===== src/rtl/score_pkg.sv =====
// Shared score/display constants and sequencer state encoding.
// Optional leading-zero blanking is enabled with LEADING_ZERO_BLANK_EN.
package score_pkg;

  localparam int DEF_SCORE_W    = 14;
  localparam int DEF_NUM_DIGITS = 4;
  localparam int DEF_SAT_VALUE  = 9999;

  localparam logic [1:0] ST_IDLE  = 2'd0;
  localparam logic [1:0] ST_LOAD  = 2'd1;
  localparam logic [1:0] ST_SHIFT = 2'd2;
  localparam logic [1:0] ST_WAIT  = 2'd3;

endpackage


===== src/rtl/bcd_dabble_step.sv =====
// One double-dabble iteration: add 3 to each BCD nibble >= 5,
// then shift {bcd, bin} left by one bit.
module bcd_dabble_step #(
  parameter int BCD_W = 16,
  parameter int BIN_W = 14
) (
  input  logic [BCD_W-1:0] bcd_i,
  input  logic [BIN_W-1:0] bin_i,
  output logic [BCD_W-1:0] bcd_o,
  output logic [BIN_W-1:0] bin_o
);

  logic [BCD_W-1:0] adj;

  always_comb begin
    adj = bcd_i;
    for (int k = 0; k < BCD_W / 4; k++) begin
      if (adj[4*k +: 4] >= 4'd5) begin
        adj[4*k +: 4] = adj[4*k +: 4] + 4'd3;
      end
    end
  end

  assign {bcd_o, bin_o} = {adj[BCD_W-2:0], bin_i, 1'b0};

endmodule


===== src/rtl/score_digit_sequencer.sv =====
// Binary score to BCD digits, committed only on frame_sync.
// Define LEADING_ZERO_BLANK_EN to blank leading zero digits.
module score_digit_sequencer
  import score_pkg::*;
#(
  parameter int SCORE_W    = DEF_SCORE_W,
  parameter int NUM_DIGITS = DEF_NUM_DIGITS,
  parameter int SAT_VALUE  = DEF_SAT_VALUE
) (
  input  logic                    clk,
  input  logic                    rst_n,
  input  logic [SCORE_W-1:0]      score,
  input  logic                    score_valid,
  input  logic                    frame_sync,
  output logic [4*NUM_DIGITS-1:0] digits,
  output logic [NUM_DIGITS-1:0]   digit_en,
  output logic                    busy,
  output logic                    commit
);

  localparam int BCD_W = 4 * NUM_DIGITS;
  localparam int CW    = $clog2(SCORE_W + 1);
  localparam logic [SCORE_W-1:0] SAT = SCORE_W'(SAT_VALUE);
  localparam logic [CW-1:0] CNT_INIT = CW'(SCORE_W);
`ifdef LEADING_ZERO_BLANK_EN
  localparam logic [NUM_DIGITS-1:0] EN_RST = NUM_DIGITS'(1);
`else
  localparam logic [NUM_DIGITS-1:0] EN_RST = '1;
`endif

  logic [1:0]            state_q, state_d;
  logic [SCORE_W-1:0]    cap_q, cap_d;
  logic                  pend_q, pend_d;
  logic [SCORE_W-1:0]    pscore_q, pscore_d;
  logic [BCD_W-1:0]      bcd_q, bcd_d;
  logic [SCORE_W-1:0]    bin_q, bin_d;
  logic [CW-1:0]         cnt_q, cnt_d;
  logic [BCD_W-1:0]      digits_q, digits_d;
  logic [NUM_DIGITS-1:0] en_q, en_d;
  logic                  commit_q, commit_d;

  logic [BCD_W-1:0]      step_bcd;
  logic [SCORE_W-1:0]    step_bin;
  logic [NUM_DIGITS-1:0] en_calc;
  logic                  wait_commit;

  bcd_dabble_step #(
    .BCD_W (BCD_W),
    .BIN_W (SCORE_W)
  ) u_step (
    .bcd_i (bcd_q),
    .bin_i (bin_q),
    .bcd_o (step_bcd),
    .bin_o (step_bin)
  );

  always_comb begin
    en_calc = '1;
`ifdef LEADING_ZERO_BLANK_EN
    begin
      logic seen;
      seen = 1'b0;
      for (int k = NUM_DIGITS - 1; k > 0; k--) begin
        seen = seen | (bcd_q[4*k +: 4] != 4'd0);
        en_calc[k] = seen;
      end
    end
`endif
  end

  assign wait_commit = (state_q == ST_WAIT) && frame_sync;

  always_comb begin
    state_d  = state_q;
    cap_d    = cap_q;
    pend_d   = pend_q;
    pscore_d = pscore_q;
    bcd_d    = bcd_q;
    bin_d    = bin_q;
    cnt_d    = cnt_q;
    digits_d = digits_q;
    en_d     = en_q;
    commit_d = 1'b0;
    unique case (state_q)
      ST_IDLE: begin
        if (score_valid) begin
          cap_d   = score;
          state_d = ST_LOAD;
        end
      end
      ST_LOAD: begin
        bin_d   = (cap_q > SAT) ? SAT : cap_q;
        bcd_d   = '0;
        cnt_d   = CNT_INIT;
        state_d = ST_SHIFT;
      end
      ST_SHIFT: begin
        bcd_d = step_bcd;
        bin_d = step_bin;
        cnt_d = cnt_q - 1'b1;
        if (cnt_q == CW'(1)) state_d = ST_WAIT;
      end
      ST_WAIT: begin
        if (frame_sync) begin
          digits_d = bcd_q;
          en_d     = en_calc;
          commit_d = 1'b1;
          // a request arriving with the commit is newest and wins
          if (score_valid || pend_q) begin
            cap_d   = score_valid ? score : pscore_q;
            pend_d  = 1'b0;
            state_d = ST_LOAD;
          end else begin
            state_d = ST_IDLE;
          end
        end
      end
      default: state_d = ST_IDLE;
    endcase
    if (score_valid && state_q != ST_IDLE && !wait_commit) begin
      pend_d   = 1'b1;
      pscore_d = score;
    end
  end

  always_ff @(posedge clk or negedge rst_n) begin
    if (!rst_n) begin
      state_q  <= ST_IDLE;
      cap_q    <= '0;
      pend_q   <= 1'b0;
      pscore_q <= '0;
      bcd_q    <= '0;
      bin_q    <= '0;
      cnt_q    <= '0;
      digits_q <= '0;
      en_q     <= EN_RST;
      commit_q <= 1'b0;
    end else begin
      state_q  <= state_d;
      cap_q    <= cap_d;
      pend_q   <= pend_d;
      pscore_q <= pscore_d;
      bcd_q    <= bcd_d;
      bin_q    <= bin_d;
      cnt_q    <= cnt_d;
      digits_q <= digits_d;
      en_q     <= en_d;
      commit_q <= commit_d;
    end
  end

  assign digits   = digits_q;
  assign digit_en = en_q;
  assign commit   = commit_q;
  assign busy     = (state_q != ST_IDLE) | pend_q | commit_q;

endmodule


===== config.mk =====
export PLATFORM = sky130hd
export DESIGN_NAME = score_digit_sequencer
export DESIGN_NICKNAME = d
export VERILOG_FILES = /design/src/rtl/score_pkg.sv /design/src/rtl/bcd_dabble_step.sv /design/src/rtl/score_digit_sequencer.sv
export SDC_FILE = /design/constraint.sdc
export NUM_CORES = 1
export LEC_CHECK = 0
export BUFFER_PORTS_ARGS = -buffer_cell sky130_fd_sc_hd__buf_2
export CAP_MARGIN = 30
export CELL_PAD_IN_SITES_DETAIL_PLACEMENT = 0
export CELL_PAD_IN_SITES_GLOBAL_PLACEMENT = 1
export CORE_UTILIZATION = 50
export DETAILED_ROUTE_END_ITERATION = 8
export PLACE_DENSITY = 0.84
export SLEW_MARGIN = 10
export SYNTH_ARGS = -nofsm -noshare
export SYNTH_HDL_FRONTEND = slang
export SYNTH_SLANG_ARGS = --single-unit
export TNS_END_PERCENT = 10

===== constraint.sdc =====
create_clock -name clk -period 3.03 [get_ports clk]
set_input_delay 0.606 -clock clk [delete_from_list [all_inputs] [get_ports clk]]
set_output_delay 0.606 -clock clk [all_outputs]
set_load 0.01 [all_outputs]

# Yosys cells after proc, flatten, opt, wreduce, memory -nomap -nowiden
# Index checks and enable logic that the tools add are counted.
# op_classes
multipliers,0
eq_ne,8
bitwise_logic,2
order_cmp,5
n_shift,0
n_reduce_logical,16
add_sub_neg,5
n_div,0
n_mux,24
# ops
cell,count
2-to-1 mux 14 bit,5
one-hot mux 14 bit (2 select lines),2
one-hot mux 16 bit (2 select lines),1
>= comparator 4 x 3 -> 1 bit (second input constant),4
greater-than comparator 14 bit (second input constant),1
adder 4 x 2 -> 4 bit (second input constant),3
2-to-1 mux 4 bit,3
nonzero test 2 bit,6
one-hot mux 2 bit (4 select lines),1
one-hot mux 4 bit (2 select lines),1
2-to-1 mux 1 bit,7
2-to-1 mux 2 bit,3
inequality test 2 bit (second input constant),3
AND reduction 3 bit,2
equality test 2 bit (second input constant),2
equality test 4 x 1 -> 1 bit (second input constant),1
AND reduction 4 bit,1
subtractor 4 x 1 -> 4 bit (second input constant),1
adder 3 x 2 -> 3 bit (second input constant),1
logical AND 1 bit,3
2-to-1 mux 3 bit,1
equality test 2 x 1 -> 1 bit (second input constant),1
zero test 2 bit,1
inequality test 2 x 1 -> 1 bit (second input constant),1
4 further kinds,5
# totals
output_inout_bits,22
mem_count,0
rom_bits,0
reg_bits,82
latch_bits,0
ram_bits,0

# Logic depth before layout (Yosys ltp)
# Gate-level depths: netlist of run 1.
# depth
depth_word,6
mapped_depth,7

# Hierarchy
# A second synthesis of run 1 with hierarchy kept.
# unflattened
hier_cells,394
hier_area_um2,4189.0
# modules_own_cells
mod,instances,cells_each,area_per_inst_um2
score_digit_sequencer,1,318,3687.3
bcd_dabble_step,1,76,501.7

# Least setup slack after synthesis of run 1
# No wires, ideal clock.
# synth_timing
path_kind,flip-flop to output port
from,register state_q[0]
to,output busy
setup_slack_ps,1297
stages_incl_launch_ff,5
t_required_ps,2424
arrival_time_ps,1127
path_buffers,0
cell_sequence,dfrtp_1 inv_1 ha_1 inv_1 or3_1
# synth_between
elab_chain_len,3
# synth_rtl
item,line,text
"start, declared",score_digit_sequencer.sv:31,"logic [1:0] state_q, state_d;"
"start signal, assigned",score_digit_sequencer.sv:139,state_q <= state_d;
nonzero test 2 bit,score_digit_sequencer.sv:155,assign busy = (state_q != ST_IDLE) | pend_q | commit_q;
bitwise OR 1 bit (2 in series),score_digit_sequencer.sv:155,
"end, declared",score_digit_sequencer.sv:17,"output logic busy,"
# No other way between the ends.

# Worst setup path after layout of run 1
# Same ends and word-level chain as after synthesis.

==> results of run 1 <==
## stage by stage
stage,cells,hold WS (ns)
2_1_floorplan,345,0.310
3_3_place_gp,463,0.457
3_5_place_dp,464,0.465
4_1_cts,480,0.253
5_1_grt,480,0.272
6_report,480,0.241
## final timing paths
path	end	cells past startpoint	startpoint	slack, ns
max	busy	5	state_q[0]$_DFFE_PN0P_	0.73
max in group asynchronous	bin_q[7]$_DFFE_PN0P_	2	rst_n	2.21
min in group clk	digits[11]$_DFFE_PN0P_	2	digits[11]$_DFFE_PN0P_	0.47
min reg2reg	digits[11]$_DFFE_PN0P_	2	digits[11]$_DFFE_PN0P_	0.47
max reg2reg	cap_q[5]$_DFFE_PN0P_	6	state_q[0]$_DFFE_PN0P_	0.95
min	commit$_DFF_PN0_	1	rst_n	0.24
## per-layer routing
metal  routed length [um]  track usage  vias up
met3                  216       0.0415        4
li1                     -            -     1261
met2                 3220        0.295       40
met5                    0            0        -
met4                   56       0.0574        0
met1                 3100        0.229     1249
## where the power goes
group	switching (mW)	leakage (nW)	internal [mW]
logic	0.802	0.797	0.663
clock network	0.369	0.101	0.427
registers	0.209	1.02	1.45
total	1.38	1.92	2.54
## worst max-delay path, cell delays in order, from the launching register on
cell and delay, ns:
dfrtp_1 0.39, inv_1 0.13, ha_1 0.25, inv_1 0.10, or3_1 0.34, buf_2 0.14
## registers in the layout (all words and copies together), names as in the netlist
signal / flops
bcd_q: 16
bin_q: 14
cap_q: 14
cnt_q: 4
commit: 1
digits: 16
pend_q: 1
pscore_q: 14
state_q: 2
## layout make-up
class / count / share of cell area
Sequential cell: 82 / 0.475
Clock buffer: 14 / 0.0377
Inverter: 25 / 0.0217
Tap cell: 99 / 0.0287
Clock inverter: 2 / 0.00811
Timing Repair Buffer: 40 / 0.0545
Multi-Input combinational cell: 218 / 0.374
## kinds of logic after synthesis
kind of cell,share of synthesized area
buf+inv,0.0501
fa+ha+maj,0.0422
flops,0.533
xor+xnor,0.0159
compound gates,0.133
mux,0.146
simple gates,0.0790
other cells,0.000974
## cell usage in the layout (no fill, tap or decap), types with 2 or more instances in the layout
| cell type | n |
|---|---|
| a21oi_1 | 14 |
| a22oi_1 | 6 |
| a31o_2 | 4 |
| a31oi_1 | 4 |
| buf_2 | 34 |
| buf_4 | 5 |
| clkbuf_1 | 3 |
| clkbuf_8 | 11 |
| conb_1 | 4 |
| dfrtp_1 | 82 |
| ha_1 | 13 |
| inv_1 | 25 |
| mux2_2 | 48 |
| mux2i_1 | 2 |
| nand2_1 | 23 |
| nand2b_1 | 6 |
| nand3_1 | 3 |
| nand3b_1 | 3 |
| nor2_1 | 19 |
| nor3_1 | 5 |
| o21ai_0 | 28 |
| o221a_1 | 3 |
| o221ai_1 | 3 |
| o22ai_1 | 7 |
| o32ai_1 | 3 |
| xnor2_1 | 7 |
==> impl_metrics.ini, run 1 <==
[floorplan]
floorplan.io_pins = 40
die-area_sq_mm = 0.00806
initial_core_utilization = 0.525
fp.coreArea_sq_mm = 0.00733
core.rowCount = 31
die-width_um = 89.8
chipHeight_um = 89.8

[cts]
ctsRootBufferMaster = clkbuf_8
ctsLongestPathBuffers = 2
tritoncts_clock_tree = yes
tritoncts.num_buffers = 9
clkLatencyLatePin_ns = 0.34
cts.repair_timing.setup_buffer_count = 0
cts-hold-fix-buffers = 0
cts_resized = 0
numClockSinks = 82
clock_tree.htree_level_count = 3
clk_transition_reported_paths_ns = 0.08

[synth]
synthDistinctLibCells = 38
yosys.cell_count.top_type = dfrtp_1
synth_cells = 342
edff_count_synth = 0
post_synth.cell_area_avg_sq_um = 11.3
yosysTopAreaCell = dfrtp_1
post-synth-top-area-fraction = 0.533
synth.top_cells.by_count = dfrtp_1 (82), mux2_2 (48), o21ai_0 (28)
yosys-top-cells-area = dfrtp_1 (53%), mux2_2 (14%), ha_1 (4.2%)
synth.cell_area_sq_mm = 0.00385
async_flop_share = 1.00
yosysSeqAreaShare = 0.533
ys_seq_elements = 82
postSynth.topFlopCell = dfrtp_1
ys.warnings.count = 0

[critical_path]
worst_ep_arrival_time_ns = 1.69
critical_path.startpoint_type = flip-flop
required_time_reported_for_the_critical_path_endpoint_ns = 2.42
endpoint_kind = output port
timing.critical_path.fanout_max = 5
critical_path_class = reg -> out

[placed_design]
gp_congestion = 0.778
pre_cts_ws_ns = 0.937
post_dp_cell_area_sq_mm = 0.00412
detailed_place_hpwl_um = 4590
number_of_buffers_added_on_ports = 35

[sta]
slew_viols_final = 0
min_period_ns = 2.30
layout_setup_ws_ns = 0.733
fin_worst_skew_ns = 0.00731
maxClockFrequency_ghz = 0.435
post-route-period-util = 0.758
hold_viol_final = 0
slew_headroom = 0.473
rsz0062_at_grt = no
setup_viol = 0
tns_ns = 0
transition_time_at_the_pin_with_the_least_slew_margin_ns = 0.791

[grt]
grt_antenna_before_repair = 0
globalRouteTotalUtil = 0.177
via_count_of_the_first_global_routing_pass = 2445
wire_length_of_the_first_global_routing_pass_um = 11500
grt_start_max_net_pins = 45
globalRoute.totalOverflow = 0

[run]
cap_viol_max_count = 0

[layout]
area_of_combinational_cells_with_multiple_inputs_sq_mm = 0.00162
fin_area_sq_mm = 0.00432
post_route_cells_drive_above_1_share = 0.289
finalNetCount = 407
final_core_util = 0.589
syn_to_layout_area_delta_pct = 12.2
final.fill_count = 634
regArea_sq_mm = 0.00205
diodes = 0

[drt]
route.final.wire_length_um = 6590
routed_via_density = 5.32
wl_per_cell_um = 13.7
drt_first_pass_iters = 4
remaining_number_of_nets_flagged_by_the_antenna_check_after_routing = 0
drt_first_iter_violations = 144
via_count = 2554
remaining_drc_errors = 0

[status]
status = finished clean

[power]
max-vdd-ir-drop_v = 0.000471
leakagePower_nw = 1.92
p_total_mw = 3.92
power_density_mw_per_mm2 = 907

[worst_hold_path]
worst_hold_path_type = in -> async
Note: power is estimated with default switching activity, not from simulation.
==> inputs of run 2 (changes only) <==
--- a/config.mk
+++ b/config.mk
@@ -5,13 +5,14 @@
 export SDC_FILE = /design/constraint.sdc
 export NUM_CORES = 1
 export LEC_CHECK = 0
+export ABC_AREA = 1
 export BUFFER_PORTS_ARGS = -buffer_cell sky130_fd_sc_hd__buf_2
 export CAP_MARGIN = 30
 export CELL_PAD_IN_SITES_DETAIL_PLACEMENT = 0
 export CELL_PAD_IN_SITES_GLOBAL_PLACEMENT = 1
-export CORE_UTILIZATION = 50
+export CORE_UTILIZATION = 44
 export DETAILED_ROUTE_END_ITERATION = 8
-export PLACE_DENSITY = 0.84
+export PLACE_DENSITY = 0.79
 export SLEW_MARGIN = 10
 export SYNTH_ARGS = -nofsm -noshare
 export SYNTH_HDL_FRONTEND = slang
==> constraint.sdc (replaced) <==
create_clock -name clk -period 2.4 [get_ports clk]
set_input_delay 0.48 -clock clk [delete_from_list [all_inputs] [get_ports clk]]
set_output_delay 0.48 -clock clk [all_outputs]
set_load 0.01 [all_outputs]
==> run 2 against run 1 <==
Via count is 17% higher. Combinational power is 35% higher. Synthesized area is 1.6% higher. Utilization is 8.6 points lower. Clock-buffer cell count is 4 lower. Clock power is 24% higher. Critical endpoint unchanged. Largest cell class unchanged. Largest power group unchanged.
==> impl_metrics.ini, run 2 <==
[critical_path]
endpoint_kind = output port
timing.critical_path.fanout_max = 5
critical_path.startpoint_type = flip-flop
worst_ep_arrival_time_ns = 1.37
required_time_reported_for_the_critical_path_endpoint_ns = 1.92
critical_path_class = reg -> out
r2r_setup_slack_ns = 0.65

[grt]
globalRouteTotalUtil = 0.177
globalRoute.totalOverflow = 0
grt_start_max_net_pins = 48
via_count_of_the_first_global_routing_pass = 2765
wire_length_of_the_first_global_routing_pass_um = 12600
grt_antenna_before_repair = 0

[worst_hold_path]
worst_hold_path_type = in -> async

[layout]
post_layout_nonfiller_instances = 630
regArea_sq_mm = 0.00205
finalNetCount = 549
post_route_cells_drive_above_1_share = 0.130
mostFrequentLayoutCell = nand2_1
area_of_combinational_cells_with_multiple_inputs_sq_mm = 0.00151
final_core_util = 0.503
final.fill_count = 891
most-common-layout-cells = nand2_1 (134), dfrtp_1 (82), inv_1 (58)
syn_to_layout_area_delta_pct = 11.7
fin_area_sq_mm = 0.00437
diodes = 0

[synth]
yosys-top-cells-area = dfrtp_1 (52%), nand2_1 (13%), o21ai_1 (5.8%)
post-synth-top-area-fraction = 0.525
async_flop_share = 1.00
synthDistinctLibCells = 24
yosysSeqAreaShare = 0.525
synth_cells = 482
yosysTopAreaCell = dfrtp_1
yosys.cell_count.top_type = nand2_1
postSynth.topFlopCell = dfrtp_1
edff_count_synth = 0
ys_seq_elements = 82
synth.cell_area_sq_mm = 0.00391
ys.warnings.count = 0
synth.top_cells.by_count = nand2_1 (134), dfrtp_1 (82), inv_1 (58)
post_synth.cell_area_avg_sq_um = 8.11

[run]
cap_viol_max_count = 0

[drt]
remaining_drc_errors = 0
route.final.wire_length_um = 7290
drt_first_iter_violations = 110
via_count = 2991
wl_per_cell_um = 11.6
routed_via_density = 4.75
drt_first_pass_iters = 4
remaining_number_of_nets_flagged_by_the_antenna_check_after_routing = 0

[sta]
rsz0062_at_grt = no
min_period_ns = 1.85
post-route-period-util = 0.770
tns_ns = 0
transition_time_at_the_pin_with_the_least_slew_margin_ns = 0.599
hold_viol_final = 0
slew_headroom = 0.601
layout_setup_ws_ns = 0.552
slew_viols_final = 0
fin_worst_skew_ns = 0.0117
holdWs_ns = 0.140
maxClockFrequency_ghz = 0.541
setup_viol = 0

[cts]
clk_transition_reported_paths_ns = 0.09
ctsRootBufferMaster = clkbuf_8
cts.repair_timing.setup_buffer_count = 0
clock_tree.htree_level_count = 3
tritoncts.num_buffers = 9
cts_resized = 0
clkLatencyLatePin_ns = 0.35
numClockSinks = 82
ctsLongestPathBuffers = 2
cts-hold-fix-buffers = 0
tritoncts_clock_tree = yes

[placed_design]
gp_congestion = 0.791
post_dp_cell_area_sq_mm = 0.00418
number_of_buffers_added_on_ports = 35
placedCellCount = 615
pre_cts_ws_ns = 0.647
detailed_place_hpwl_um = 5010

[power]
leakagePower_nw = 2.27
power_density_mw_per_mm2 = 1150
max-vdd-ir-drop_v = 0.000472
p_total_mw = 5.02

[status]
status = finished clean

[floorplan]
initial_core_utilization = 0.451
fp.coreArea_sq_mm = 0.00868
chipHeight_um = 96.3
die-area_sq_mm = 0.00927
floorplan.io_pins = 40
die-width_um = 96.3
core.rowCount = 34
==> run 2: final cells by class <==
cell class,instances,share of cell area
inverter,64,0.0550
tap,108,0.0309
timing repair buffer,43,0.0544
clock buffer,10,0.0315
multi-input combinational,318,0.346
sequential,82,0.470
clock inverter,5,0.0126
==> run 2: logic make-up after synthesis <==
group / count (synthesis) / synth area share
other: 1 / 0.000959
flip-flops: 82 / 0.525
AO/OA/AOI/OAI: 97 / 0.129
XOR/XNOR: 3 / 0.00672
adder cells (fa/ha/maj): 13 / 0.0416
buffers and inverters: 85 / 0.0915
AND/OR/NAND/NOR: 201 / 0.205
==> run 2: where the power goes <==
group / switching (mW) / internal, mW / total (mW) / leakage [nW]
Sequential: 0.232 / 1.81 / 2.04 / 1.05
Clock: 0.489 / 0.500 / 0.989 / 0.0941
Combinational: 1.33 / 0.656 / 1.99 / 1.13
==> run 2: per-layer routing <==
layer,vias up,global-route usage,wire length [um]
met2,47,0.280,3110
li1,1590,-,-
met3,11,0.0332,202
met5,-,0,0
met4,0,0.0672,103
met1,1343,0.240,3880
==> run 2: worst paths after layout <==
kind / cells past startpoint / startpoint / to
max: 6 / state_q[0]$_DFFE_PN0P_ / busy
min: 1 / rst_n / digits[3]$_DFFE_PN0P_
min reg2reg: 2 / digits[11]$_DFFE_PN0P_ / digits[11]$_DFFE_PN0P_
max reg2reg: 6 / state_q[0]$_DFFE_PN0P_ / bcd_q[12]$_DFFE_PN0P_
min in group clk: 3 / score[8] / pscore_q[8]$_DFFE_PN0P_
max in group asynchronous: 2 / rst_n / bin_q[6]$_DFFE_PN0P_
==> run 2: worst max-delay path: stages, from the launching register on <==
cell     delay [ns]
dfrtp_1        0.41
inv_1          0.11
ha_1           0.17
inv_2          0.06
nor2_1         0.08
nand2_1        0.06
buf_2          0.13
==> inputs of run 3 (changes only) <==
==> constraint.sdc (replaced) <==
create_clock -name clk -period 1.9 [get_ports clk]
set_input_delay 0.38 -clock clk [delete_from_list [all_inputs] [get_ports clk]]
set_output_delay 0.38 -clock clk [all_outputs]
set_load 0.01 [all_outputs]
==> run 3 against run 2 <==
Utilization is essentially flat. Via count is 0.97% higher. Clock skew fell by 0.0024 ns.
==> impl_metrics.ini, run 3 (synthesis gave the netlist of run 2 again) <==
[drt]
wl_per_cell_um = 11.6
route.final.wire_length_um = 7330
via_count = 3020
routed_via_density = 4.79
remaining_drc_errors = 0
drt_first_iter_violations = 98
remaining_number_of_nets_flagged_by_the_antenna_check_after_routing = 0
drt_first_pass_iters = 5

[layout]
diodes = 0
mostFrequentLayoutCell = nand2_1
syn_to_layout_area_delta_pct = 11.8
post_layout_nonfiller_instances = 631
most-common-layout-cells = nand2_1 (134), dfrtp_1 (82), inv_1 (58)
finalNetCount = 550
post_route_cells_drive_above_1_share = 0.132

[sta]
maxClockFrequency_ghz = 0.572
fin_worst_skew_ns = 0.00932
min_period_ns = 1.75
layout_setup_ws_ns = 0.152
rsz0062_at_grt = no
post-route-period-util = 0.920
setup_viol = 0
holdWs_ns = 0.287
slew_viols_final = 0
hold_viol_final = 0
tns_ns = 0

[grt]
globalRouteTotalUtil = 0.181
grt_start_max_net_pins = 33
grt_antenna_before_repair = 0
groute.layer.met2.usage = 0.298
met1_usage = 0.235
groute.layer.met3.usage = 0.0308
via_count_of_the_first_global_routing_pass = 2809
globalRoute.totalOverflow = 0
grt-busiest-layer = met2
wire_length_of_the_first_global_routing_pass_um = 12900

[placed_design]
placedCellCount = 615
gp_congestion = 0.759
number_of_buffers_added_on_ports = 35
detailed_place_hpwl_um = 5060
pre_cts_ws_ns = 0.238

[floorplan]
chipHeight_um = 96.3
core.rowCount = 34
initial_core_utilization = 0.451
fp.coreArea_sq_mm = 0.00868
die-area_sq_mm = 0.00927
die-width_um = 96.3
floorplan.io_pins = 40

[critical_path]
regToRegEndpoint = cap_q[1]$_DFFE_PN0P_
r2r_setup_slack_ns = 0.29
critical_path.startpoint_type = flip-flop
timing.critical_path.to = busy
crit_path_start = state_q[0]$_DFFE_PN0P_
worst_r2r_path_depth = 4
endpoint_kind = output port
reg2reg_from = state_q[1]$_DFFE_PN0P_
critical_path_class = reg -> out
worst_ep_arrival_time_ns = 1.37
required_time_reported_for_the_critical_path_endpoint_ns = 1.52
timing.critical_path.fanout_max = 5

[cts]
clkLatencyLatePin_ns = 0.34
numClockSinks = 82
clk_transition_reported_paths_ns = 0.08
clock_tree.htree_level_count = 3
tritoncts_clock_tree = yes
ctsLongestPathBuffers = 2
tritoncts.num_buffers = 9
ctsRootBufferMaster = clkbuf_8

[run]
cap_viol_max_count = 0

[status]
status = finished clean

[power]
power_density_mw_per_mm2 = 1420
p_total_mw = 6.20
leakagePower_nw = 2.27
max-vdd-ir-drop_v = 0.000605

[worst_hold_path]
worst_hold_path_type = in -> reg
min-delay-start = score[9]
run 3: cell types whose count changed in the layout (fill, tap and decap cells not counted), sizes merged:
cell         change
bufinv           -1
clkinv           +2
clkinvlp         -1
dlygate4sd3      +1
run 3: worst max-delay path: stages (launching register included):
cell     delay (ns)
dfrtp_1        0.41
inv_1          0.11
ha_1           0.17
inv_2          0.06
nor2_1         0.09
nand2_1        0.05
buf_2          0.13
run 3: report_power, final:
group / switching, mW / internal, mW
Sequential: 0.302 / 2.29
Clock: 0.612 / 0.499
Combinational: 1.67 / 0.836
run 3: timing repair:
item                       CTS  global route
hold buffers                 1             0
setup endpoints to repair    0             1
setup buffers                0             0
gates resized for setup      0             1
hold endpoints to repair    22             0
run 3: how the worst min path moves through the flow:
stage                                to  slack (ns)  cells after the start
6_report        pscore_q[9]$_DFFE_PN0P_        0.29                      3
5_1_grt        pscore_q[13]$_DFFE_PN0P_        0.29                      3
4_1_cts         pscore_q[8]$_DFFE_PN0P_        0.28                      3
3_5_place_dp      digits[2]$_DFFE_PN0P_        0.31                      1
3_3_place_gp      digits[2]$_DFFE_PN0P_        0.32                      1
2_1_floorplan      bcd_q[0]$_DFFE_PN0P_        0.08                      0
run 3: layer usage:
layer	share of wire	wire length, um
met1	0.53	3860
met2	0.43	3180
met3	0.025	183
met4	0.015	111
met5	0	0
run 3: per-stage QoR:
stage          cell area [sq um]  utilization
2_1_floorplan               3920            -
3_3_place_gp                4190        0.483
3_5_place_dp                4190        0.483
4_1_cts                     4370        0.503
5_1_grt                     4370        0.504
6_report                    4370        0.504
run 3: area by class of cell:
type,instances,area (sq um)
Timing Repair Buffer,44,260
Multi-Input combinational cell,318,1510
Inverter,64,240
Sequential cell,82,2050
Clock buffer,10,138
Fill cell,890,4310
Tap cell,108,135
Clock inverter,5,31.3
